## config.mk

```make
export PLATFORM = sky130hd
export DESIGN_NAME = vend_ctrl
export DESIGN_NICKNAME = d
export VERILOG_FILES = /design/src/rtl/vend_ctrl.sv
export SDC_FILE = /design/constraint.sdc
export NUM_CORES = 1
export LEC_CHECK = 0
export CAP_MARGIN = 15
export CORE_MARGIN = 4
export CORE_UTILIZATION = 49
export DETAILED_ROUTE_END_ITERATION = 6
export PLACE_DENSITY_LB_ADDON = 0.15
export SLEW_MARGIN = 30
export SYNTH_ARGS = -nofsm -noshare
export SYNTH_HDL_FRONTEND = slang
export SYNTH_SLANG_ARGS = --single-unit
```

## constraint.sdc

```tcl
create_clock -name clk -period 2.3 [get_ports clk]
set_input_delay 0.69 -clock clk [delete_from_list [all_inputs] [get_ports clk]]
set_output_delay 0.69 -clock clk [all_outputs]
set_load 0.005 [all_outputs]
```

## src/rtl/vend_ctrl.sv

```systemverilog
// vend_ctrl: cola vending machine sequencer.
// Collects credit in half-yuan units, arbitrates a two-product selection,
// drives the dispenser and change hopper through req/ack handshakes and
// refunds credit on cancel or inactivity timeout.
// Optional feature macro: STOCK_CNT_EN (per-product stock counters, sold_out).
module vend_ctrl #(
  parameter int CREDIT_W    = 4,
  parameter int MAX_CREDIT  = 8,
  parameter int PRICE_A     = 5,
  parameter int PRICE_B     = 3,
  parameter int TIMEOUT_CYC = 1000,
  parameter int STOCK_INIT  = 15
) (
  input  logic                clk,
  input  logic                rst,
  input  logic                in_yuan,
  input  logic                in_jiao,
  input  logic                sel_valid,
  input  logic                sel_id,
  input  logic                cancel,
  input  logic                disp_ack,
  input  logic                hopper_ack,
  output logic                disp_req,
  output logic                disp_sel,
  output logic                hopper_req,
  output logic                hopper_coin,
  output logic                coin_reject,
  output logic                sel_err,
  output logic [CREDIT_W-1:0] credit,
  output logic [2:0]          state
`ifdef STOCK_CNT_EN
  , output logic [1:0]        sold_out
`endif
);
  typedef enum logic [2:0] {
    IDLE    = 3'd0,
    COLLECT = 3'd1,
    VEND    = 3'd2,
    CHANGE  = 3'd3
  } state_t;

  localparam int TMR_W = $clog2(TIMEOUT_CYC + 1);
  localparam logic [TMR_W-1:0]    TMR_LAST = TMR_W'(TIMEOUT_CYC - 1);
  localparam logic [CREDIT_W:0]   MAX_EXT  = (CREDIT_W + 1)'(MAX_CREDIT);
  localparam logic [CREDIT_W-1:0] PA       = CREDIT_W'(PRICE_A);
  localparam logic [CREDIT_W-1:0] PB       = CREDIT_W'(PRICE_B);

  state_t              state_q, state_d;
  logic [CREDIT_W-1:0] credit_q, credit_d;
  logic [TMR_W-1:0]    timer_q, timer_d;
  logic                disp_sel_q, disp_sel_d;
  logic                gap_q, gap_d;
  logic                coin_reject_q, coin_reject_d;
  logic                sel_err_q, sel_err_d;

  logic [1:0]          coin_add;
  logic [CREDIT_W:0]   coin_sum;
  logic                coin_any;
  logic                coin_ok;
  logic                hopper_req_w;
  logic                hopper_coin_w;
  logic                sel_sold;

  function automatic logic [CREDIT_W-1:0] price_of(input logic id);
    return id ? PB : PA;
  endfunction

`ifdef STOCK_CNT_EN
  logic [3:0] stock_a, stock_b;

  always_ff @(posedge clk or posedge rst) begin
    if (rst) begin
      stock_a <= 4'(STOCK_INIT);
      stock_b <= 4'(STOCK_INIT);
    end else if (state_q == VEND && disp_ack) begin
      if (!disp_sel_q && stock_a != '0) stock_a <= stock_a - 4'd1;
      if ( disp_sel_q && stock_b != '0) stock_b <= stock_b - 4'd1;
    end
  end

  assign sold_out = {(stock_b == '0), (stock_a == '0)};
  assign sel_sold = sel_id ? (stock_b == '0) : (stock_a == '0);
`else
  assign sel_sold = 1'b0;
`endif

  assign coin_add = {in_yuan, in_jiao};
  assign coin_any = in_yuan | in_jiao;
  assign coin_sum = {1'b0, credit_q} + {{(CREDIT_W-1){1'b0}}, coin_add};
  assign coin_ok  = coin_any && (coin_sum <= MAX_EXT);

  assign hopper_req_w  = (state_q == CHANGE) && !gap_q && (credit_q != '0);
  assign hopper_coin_w = (state_q == CHANGE) && (credit_q >= CREDIT_W'(2));

  always_ff @(posedge clk or posedge rst) begin
    if (rst) begin
      state_q       <= IDLE;
      credit_q      <= '0;
      timer_q       <= '0;
      disp_sel_q    <= 1'b0;
      gap_q         <= 1'b0;
      coin_reject_q <= 1'b0;
      sel_err_q     <= 1'b0;
    end else begin
      state_q       <= state_d;
      credit_q      <= credit_d;
      timer_q       <= timer_d;
      disp_sel_q    <= disp_sel_d;
      gap_q         <= gap_d;
      coin_reject_q <= coin_reject_d;
      sel_err_q     <= sel_err_d;
    end
  end

  always_comb begin
    state_d       = state_q;
    credit_d      = credit_q;
    timer_d       = '0;
    disp_sel_d    = disp_sel_q;
    gap_d         = 1'b0;
    coin_reject_d = 1'b0;
    sel_err_d     = 1'b0;

    unique case (state_q)
      IDLE: begin
        if (coin_ok)       credit_d      = coin_sum[CREDIT_W-1:0];
        else if (coin_any) coin_reject_d = 1'b1;
        if (credit_d != '0) state_d = COLLECT;
      end

      COLLECT: begin
        timer_d = timer_q + TMR_W'(1);
        if (coin_ok) begin
          credit_d = coin_sum[CREDIT_W-1:0];
          timer_d  = '0;
        end else if (coin_any) begin
          coin_reject_d = 1'b1;
        end

        if (cancel || timer_q == TMR_LAST) begin
          state_d = CHANGE;
          timer_d = '0;
        end else if (sel_valid) begin
          if (sel_sold || credit_q < price_of(sel_id)) begin
            sel_err_d = 1'b1;
            timer_d   = '0;
          end else begin
            state_d    = VEND;
            disp_sel_d = sel_id;
            timer_d    = '0;
          end
        end
      end

      VEND: begin
        if (coin_any) coin_reject_d = 1'b1;
        if (disp_ack) begin
          credit_d = credit_q - price_of(disp_sel_q);
          state_d  = (credit_d != '0) ? CHANGE : IDLE;
        end
      end

      CHANGE: begin
        if (coin_any) coin_reject_d = 1'b1;
        if (credit_q == '0) begin
          state_d = IDLE;
        end else if (hopper_req_w && hopper_ack) begin
          credit_d = credit_q - (hopper_coin_w ? CREDIT_W'(2) : CREDIT_W'(1));
          gap_d    = 1'b1;
          if (credit_d == '0) state_d = IDLE;
        end
      end

      default: state_d = IDLE;
    endcase
  end

  assign disp_req    = (state_q == VEND);
  assign disp_sel    = disp_sel_q;
  assign hopper_req  = hopper_req_w;
  assign hopper_coin = hopper_coin_w;
  assign coin_reject = coin_reject_q;
  assign sel_err     = sel_err_q;
  assign credit      = credit_q;
  assign state       = state_q;
endmodule

```

==> results of run 1 <==
## metrics by stage
step           setup WS (ns)  utilization  power [W]  area (sq um)
2_1_floorplan       -0.06164            -   0.001742          1544
3_3_place_gp         -0.6012       0.6384   0.002393          1933
3_5_place_dp         -0.6470       0.6384   0.002437          1933
4_1_cts             -0.02346       0.6785   0.002858          2054
5_1_grt             -0.08447       0.6967   0.003244          2110
6_report             0.01113       0.6967   0.002999          2110
## cell families after synthesis
| family | after synthesis | share of synthesized area |
|---|---|---|
| AND/OR/NAND/NOR | 69 | 0.2414 |
| multiplexers | 3 | 0.01964 |
| other | 1 | 0.002453 |
| buffers and inverters | 17 | 0.05482 |
| XOR/XNOR | 13 | 0.07447 |
| adder cells (fa/ha/maj) | 13 | 0.1211 |
| flip-flops | 20 | 0.3273 |
| AO/OA/AOI/OAI | 30 | 0.1588 |
## metal layers
layer	vias to the layer above	routed length, um	share of wire	GRT usage
met5	-	0	0	0
met4	0	21	0.0057	0.04043
met3	2	103	0.028	0.01933
met2	18	1841	0.50	0.3445
met1	686	1740	0.47	0.2458
li1	685	-	-	-
## where the power goes
| part | leakage (nW) | internal, W | switching (W) |
|---|---|---|---|
| Combinational | 0.663 | 0.00107 | 0.00111 |
| Sequential | 0.257 | 0.000440 | 0.0000872 |
| Clock | 0.0279 | 0.000176 | 0.000113 |
| Total | 0.948 | 0.00169 | 0.00131 |
## cells in the mapped netlist (all sizes together) (3+ instances only)
library cell  instances  area, sq um
nor2                 22        82.58
dfrtp                20        500.5
inv                  12        45.04
nand2                11        41.29
ha                   10        125.1
nand3                10        55.05
nor3                  8        55.05
o21ai                 8        47.55
xor2                  7        61.31
xnor2                 6        52.55
a211oi                4        30.03
and3                  4        25.02
buf                   4        35.03
a21o                  3        22.52
a21oi                 3        26.28
fa                    3        60.06
mux2i                 3        30.03
nand2b                3        18.77
## worst max-delay path by stage
stage	slack (ns)	from	cells after the start	to
floorplan	-0.06	in_jiao	8	state[0]
global placement	-0.60	in_jiao	9	state[0]
detailed placement	-0.65	in_jiao	9	state[0]
CTS	-0.02	in_jiao	9	state[0]
global route	-0.08	credit[0]	9	state[0]
finish	0.01	credit[0]	8	state[0]
## flip-flops by register name, summed over array words and instances, names as in the netlist
signal,count
timer_q,10
credit,4
state,2
coin_reject,1
disp_sel,1
gap_q,1
sel_err,1
## cell type report
cell class                 instances  area [sq um]  area share
timing repair buffer              50         424.2      0.2011
multi-input combinational        129          1030      0.4881
clock inverter                     1         30.03     0.01423
clock buffer                       3         22.52     0.01068
sequential                        20         503.0      0.2384
tap                               44         55.05     0.02610
inverter                          12         45.04     0.02135
## timing repair
action,4_1_cts,5_1_grt
setup buffers,4,3
hold endpoints to repair,0,0
pin swaps,5,6
resized for setup,12,11
endpoints found under the setup margin,18,12
==> out/summary.json, run 1 <==
{
  "detailroute.via_count": {"value": 1391},
  "cp.buffers_inverters": {"value": 1},
  "design.die.area": {"value": 4078, "unit": "sq um"},
  "wire_per_inst": {"value": 14.31, "unit": "um"},
  "gpl.final_weighted_congestion": {"value": 0.8948},
  "cp_max_fanout": {"value": 4},
  "setup.reg_to_reg.worst_slack": {"value": 0.01, "unit": "ns"},
  "post-route-period-util": {"value": 0.9952},
  "fin_worst_skew": {"value": 0.01769, "unit": "ns"},
  "synth_cell_type_count": {"value": 48},
  "outcome": {"value": "finished clean"},
  "critPathArrivalTime": {"value": 2.46, "unit": "ns"},
  "timing.final.crit_period": {"value": 2.289, "unit": "ns"},
  "fillers": {"value": 257},
  "slowest_stage": {"value": "fa_2"},
  "ys_async_sr_fraction": {"value": 1.000},
  "timing.hold.worst_endpoint": {"value": "timer_q[0]"},
  "cts.hold.buffers_added": {"value": 0},
  "io-pin-count": {"value": 22},
  "mostFrequentLayoutCell": {"value": "buf_4"},
  "whs_path_depth": {"value": 1},
  "yosys_warnings": {"value": 0},
  "ys_seq_area_frac": {"value": 0.3273},
  "clk_pin_slew": {"value": 0.13, "unit": "ns"},
  "postRouteAntennaNets": {"value": 0},
  "regToRegEndpoint": {"value": "state[0]"},
  "hold_slack": {"value": 0.5008, "unit": "ns"},
  "grtUsageTotal": {"value": 0.1914},
  "synth_edf_count": {"value": 0},
  "total_leakage_power": {"value": 0.9482, "unit": "nW"},
  "drt_first_iter_violations": {"value": 33},
  "kind_of_cell_with_the_highest_combined_delay_on_the_critical_path": {"value": "simple AND/OR/NAND/NOR gates"},
  "drt-vias-per-instance": {"value": 5.371},
  "num_antenna_cells": {"value": 0},
  "worstSetupPathType": {"value": "flop to flop"},
  "synth_flop_cell": {"value": "dfrtp_1"},
  "crit_path_cell_chain": {"value": "buf_6, ha_4, fa_2, nor3_4, nor2_1, nor4_1, and4_1, o211ai_1"},
  "hold_path_startpoint": {"value": "timer_q[0]"},
  "clock_tree.htree_level_count": {"value": 1},
  "tns": {"value": 0, "unit": "ns"},
  "cts-root-buf": {"value": "clkbuf_4"},
  "rsz0062_at_grt": {"value": "yes"},
  "drive_gt1_frac": {"value": 0.2651},
  "hold_path.class": {"value": "flop to flop"},
  "cts.sinks": {"value": 20},
  "detailed_place_hpwl": {"value": 2.799, "unit": "mm"},
  "areaGrowthSynthToFinish": {"value": 37.97, "unit": "%"},
  "detail_route.first_pass.iterations": {"value": 4},
  "overflow": {"value": 0},
  "placeableCoreArea": {"value": 3028, "unit": "sq um"},
  "final_nets": {"value": 238},
  "worstSkewPairLatency": {"value": 0.30, "unit": "ns"},
  "clock_path_buffers": {"value": 2},
  "detail_route.drc_violations": {"value": 0},
  "first_global_vias": {"value": 1430},
  "layout_common_cells": {"value": "29 x buf_4, 21 x nor2_1, 18 x dfrtp_1"},
  "hold_viol_final": {"value": 0},
  "critical_path_sink_type": {"value": "flop"},
  "synthesis.area": {"value": 1529, "unit": "sq um"},
  "ir_worst_vdd": {"value": 640.3, "unit": "uV"},
  "critPathMaxStageDelay": {"value": 0.50, "unit": "ns"},
  "instances_no_fill": {"value": 259},
  "floorplan.initialDensity": {"value": 0.5050},
  "worstRegToRegCells": {"value": 8},
  "cts_tree": {"value": "built"},
  "cap_viol_max_count": {"value": 0},
  "cts_made_buffers": {"value": 3},
  "final-max-slew-violation-count": {"value": 0},
  "grt_max_degree": {"value": 21},
  "cp-start-kind": {"value": "flop"},
  "grt_pass1_wl": {"value": 6.327, "unit": "mm"},
  "postSynthRegisterBits": {"value": 20},
  "rows": {"value": 20},
  "crit-reg2reg-launch": {"value": "credit[0]"},
  "place.port_buffers": {"value": 20},
  "dp.cells": {"value": 248},
  "antenna_found_initial": {"value": 0},
  "power-per-cell-area": {"value": 1422, "unit": "nW/um^2"},
  "postSynthAreaPerCell": {"value": 9.211, "unit": "sq um"},
  "route.final.wire_length": {"value": 3.705, "unit": "mm"},
  "clock.fmax": {"value": 436.9, "unit": "MHz"},
  "setup_viol": {"value": 0},
  "synth.net_count": {"value": 188},
  "required_time_worst_endpoint": {"value": 2.47, "unit": "ns"},
  "die_w": {"value": 63.86, "unit": "um"},
  "die_h": {"value": 63.86, "unit": "um"},
  "synth_cells": {"value": 166}
}
Power figures use the tool's default switching activity.
==> run 2, diff against run 1 <==
Settings changed: CAP_MARGIN 15 to unset.
==> results of run 2 <==
Same layout as run 1: the final DEF is identical, and so are final timing and power.
==> run 3, diff against run 2 <==
Settings changed: GPL_ROUTABILITY_DRIVEN set to 0.
==> run 3 against run 2 <==
Compared with the run above:
- largest cell class unchanged
- sequential cell count stayed put
- die area unchanged
- wire length is 0.43% higher
- sequential power decreased by 2%
- critical endpoint unchanged
- combinational power grew 3%
- non-clock buffer count up 1
- maximum frequency up 1.7%
- clock skew decreased by 0.011 ns
==> out/summary.json, run 3 (synthesis results as in run 1) <==
{
  "ir_worst_vdd": {"value": 655.7, "unit": "uV", "change": "was 640.3 uV"},
  "required_time_worst_endpoint": {"value": 2.48, "unit": "ns", "change": "was 2.47 ns"},
  "top_layer_used": {"value": "met4", "change": "unchanged"},
  "clock.fmax": {"value": 444.2, "unit": "MHz", "change": "was 436.9 MHz"},
  "design.die.area": {"value": 4078, "unit": "sq um", "change": "unchanged"},
  "clk_pin_slew": {"value": 0.11, "unit": "ns", "change": "was 0.13 ns"},
  "die_h": {"value": 63.86, "unit": "um", "change": "unchanged"},
  "startpoint": {"value": "credit[1]", "change": "was credit[0]"},
  "crit_path_cell_chain": {"value": "buf_6, buf_6, fa_2, xor2_2, nor3_4, o21ai_4, a22oi_2, and4_1, o211ai_1", "change": "was buf_6, ha_4, fa_2, nor3_4, nor2_1, nor4_1, and4_1, o211ai_1"},
  "detail_route.drc_violations": {"value": 0, "change": "unchanged"},
  "areaGrowthSynthToFinish": {"value": 38.79, "unit": "%", "change": "was 37.97%"},
  "rsz0062_at_grt": {"value": "yes", "change": "unchanged"},
  "first_global_vias": {"value": 1513, "change": "was 1,430"},
  "grt_max_degree": {"value": 21, "change": "unchanged"},
  "slowest_stage": {"value": "dfrtp_2", "change": "was fa_2"},
  "drt-vias-per-instance": {"value": 5.377, "change": "was 5.371"},
  "clock_tree.htree_level_count": {"value": 1, "change": "unchanged"},
  "cts.hold.buffers_added": {"value": 0, "change": "unchanged"},
  "cp_max_fanout": {"value": 5, "change": "was 4"},
  "kind_of_cell_with_the_highest_combined_delay_on_the_critical_path": {"value": "simple AND/OR/NAND/NOR gates", "change": "unchanged"},
  "regToRegEndpoint": {"value": "state[0]", "change": "unchanged"},
  "final-max-slew-violation-count": {"value": 0, "change": "unchanged"},
  "die_w": {"value": 63.86, "unit": "um", "change": "unchanged"},
  "num_antenna_cells": {"value": 0, "change": "unchanged"},
  "critical_path_sink_type": {"value": "flop", "change": "unchanged"},
  "critical-path-top-cell-by-count": {"value": "buf_6"},
  "clock_path_buffers": {"value": 2, "change": "unchanged"},
  "multi_input_comb_area": {"value": 1047, "unit": "sq um", "change": "was 1030 sq um"},
  "detailroute.wirelength.met2": {"value": 1.933, "unit": "mm", "change": "was 1.841 mm"},
  "grtUsageTotal": {"value": 0.2063, "change": "was 0.1914"},
  "setup_ws": {"value": 0.04891, "unit": "ns", "change": "was 0.01113 ns"},
  "outcome": {"value": "finished clean", "change": "unchanged"},
  "total_leakage_power": {"value": 0.9604, "unit": "nW", "change": "was 0.9482 nW"},
  "placeableCoreArea": {"value": 3028, "unit": "sq um", "change": "unchanged"},
  "cap_viol_max_count": {"value": 0, "change": "unchanged"},
  "setup.reg_to_reg.worst_slack": {"value": 0.05, "unit": "ns", "change": "was 0.01 ns"},
  "detail_route.first_pass.iterations": {"value": 4, "change": "unchanged"},
  "grt_pass1_wl": {"value": 6.796, "unit": "mm", "change": "was 6.327 mm"},
  "cp-start-kind": {"value": "flop", "change": "unchanged"},
  "hold_path.class": {"value": "flop to flop", "change": "unchanged"},
  "power.net_switching": {"value": 0.001312, "unit": "W", "change": "was 0.001309 W"},
  "worstSkewPairLatency": {"value": 0.30, "unit": "ns", "change": "about the same"},
  "cp.buffers_inverters": {"value": 2, "change": "was 1"},
  "mostFrequentLayoutCell": {"value": "buf_4", "change": "unchanged"},
  "share_of_total_power_consumed_by_net_switching": {"value": 0.4438, "change": "was 0.4365"},
  "detailroute.via_count": {"value": 1398, "change": "was 1,391"},
  "place.port_buffers": {"value": 20, "change": "unchanged"},
  "hold_viol_final": {"value": 0, "change": "unchanged"},
  "worstRegToRegCells": {"value": 9, "change": "was 8"},
  "drive_gt1_frac": {"value": 0.2917, "change": "was 0.2651"},
  "dpl_cell_area": {"value": 1933, "unit": "sq um", "change": "unchanged"},
  "met3RoutedLength": {"value": 96, "unit": "um", "change": "was 103 um"},
  "post-place-ws": {"value": -0.7245, "unit": "ns", "change": "was -0.6470 ns"},
  "final_nets": {"value": 239, "change": "was 238"},
  "overflow": {"value": 0, "change": "unchanged"},
  "layout_common_cells": {"value": "27 x buf_4, 20 x nor2_1, 19 x dfrtp_1", "change": "was 29 x buf_4, 21 x nor2_1, 18 x dfrtp_1"},
  "worstSetupPathType": {"value": "flop to flop", "change": "unchanged"},
  "critPathMaxStageDelay": {"value": 0.44, "unit": "ns", "change": "was 0.50 ns"},
  "sequential_cell_area": {"value": 501.7, "unit": "sq um", "change": "was 503.0 sq um"},
  "largest_reg_flops": {"value": 10, "change": "unchanged"},
  "power_report.internal_total": {"value": 0.001645, "unit": "W", "change": "was 0.001690 W"},
  "fillers": {"value": 255, "change": "was 257"},
  "cts-root-buf": {"value": "clkbuf_4", "change": "unchanged"},
  "power-per-cell-area": {"value": 1393, "unit": "nW/um^2", "change": "was 1422 nW/um^2"},
  "route.final.wire_length": {"value": 3.721, "unit": "mm", "change": "was 3.705 mm"},
  "cts_made_buffers": {"value": 3, "change": "unchanged"},
  "wire_per_inst": {"value": 14.31, "unit": "um", "change": "about the same"},
  "power.share.clock": {"value": 0.069, "change": "was 0.096"},
  "antenna_found_initial": {"value": 0, "change": "unchanged"},
  "drt_first_iter_violations": {"value": 43, "change": "was 33"},
  "floorplan.initialDensity": {"value": 0.5050, "change": "unchanged"},
  "sum_of_routed_wire_segments_on_met1": {"value": 1.670, "unit": "mm", "change": "was 1.740 mm"},
  "critical_path_depth": {"value": 9, "change": "was 8"},
  "post-route-period-util": {"value": 0.9787, "change": "was 0.9952"},
  "rows": {"value": 20, "change": "unchanged"},
  "setup_viol": {"value": 0, "change": "unchanged"},
  "cts.sinks": {"value": 20, "change": "unchanged"},
  "setup.worst_path.end": {"value": "state[0]", "change": "unchanged"},
  "detailed_place_hpwl": {"value": 2.841, "unit": "mm", "change": "was 2.799 mm"},
  "share_comb_of_total_power": {"value": 0.757, "change": "was 0.728"},
  "fin_worst_skew": {"value": 0.006936, "unit": "ns", "change": "was 0.01769 ns"},
  "register_name_with_the_most_flops": {"value": "timer_q", "change": "unchanged"},
  "pwr-share-seq": {"value": 0.175, "change": "was 0.176"},
  "postRouteAntennaNets": {"value": 0, "change": "unchanged"},
  "finish.instance_area": {"value": 2122, "unit": "sq um", "change": "was 2110 sq um"},
  "io-pin-count": {"value": 22, "change": "unchanged"},
  "crit-reg2reg-launch": {"value": "credit[1]", "change": "was credit[0]"},
  "timing.final.crit_period": {"value": 2.251, "unit": "ns", "change": "was 2.289 ns"},
  "cts_tree": {"value": "built", "change": "unchanged"},
  "critPathArrivalTime": {"value": 2.43, "unit": "ns", "change": "was 2.46 ns"}
}
[run 3: worst register-to-register path, delay by kind of cell (launching register included)]
kind / cells / cell delay [ns]
AND/OR/NAND/NOR: 2 / 0.52
adder cells (fa/ha/maj): 1 / 0.41
AO/OA/AOI/OAI: 3 / 0.37
XOR/XNOR: 1 / 0.17
flip-flops: 1 / 0.44
buffers and inverters: 2 / 0.23
[run 3: worst min path at each step]
stage / start / cells after the start / slack, ns / endpoint
CTS: timer_q[0] / 1 / 0.51 / timer_q[0]
global route: timer_q[0] / 1 / 0.54 / timer_q[0]
global placement: timer_q[0] / 1 / 0.48 / timer_q[0]
floorplan: timer_q[0] / 1 / 0.46 / timer_q[0]
finish: timer_q[0] / 1 / 0.51 / timer_q[0]
detailed placement: timer_q[0] / 1 / 0.50 / timer_q[0]
[run 3: what timing repair did]
item	4_1_cts	5_1_grt
gates resized for setup	18	14
setup endpoints to repair	18	17
setup buffers	7	1
pin swaps	7	11
gates cloned	0	0
[run 3: layout make-up]
cell class	instances	share of cell area
Sequential cell	20	0.2364
Timing Repair Buffer	51	0.2058
Inverter	12	0.02123
Tap cell	44	0.02594
Multi-Input combinational cell	129	0.4935
Clock buffer	4	0.01710
[run 3: stage by stage]
step             util  hold slack, ns  cells  setup TNS [ns]  total power, W
6_report       0.7008          0.5061    260               0        0.002957
4_1_cts        0.6818          0.5121    259        -0.05596        0.002831
2_1_floorplan       -          0.4552    166        -0.06164        0.001742
5_1_grt        0.7008          0.5406    260        -0.06085        0.003248
3_5_place_dp   0.6384          0.4958    248          -10.24        0.002442
3_3_place_gp   0.6384          0.4794    248          -8.477        0.002395
[run 3: routing by layer]
layer,vias up,GRT usage
met5,-,0
met4,0,0.06739
met3,2,0.02636
met2,25,0.3600
met1,687,0.2617
li1,684,-
[run 3: power groups by stage]
stage	clock (W)	combinational, W	sequential, W
floorplan	0	0.00117	0.000571
global placement	0	0.00186	0.000533
detailed placement	0	0.00190	0.000538
CTS	0.000215	0.00210	0.000514
global route	0.000237	0.00248	0.000530
finish	0.000203	0.00224	0.000516
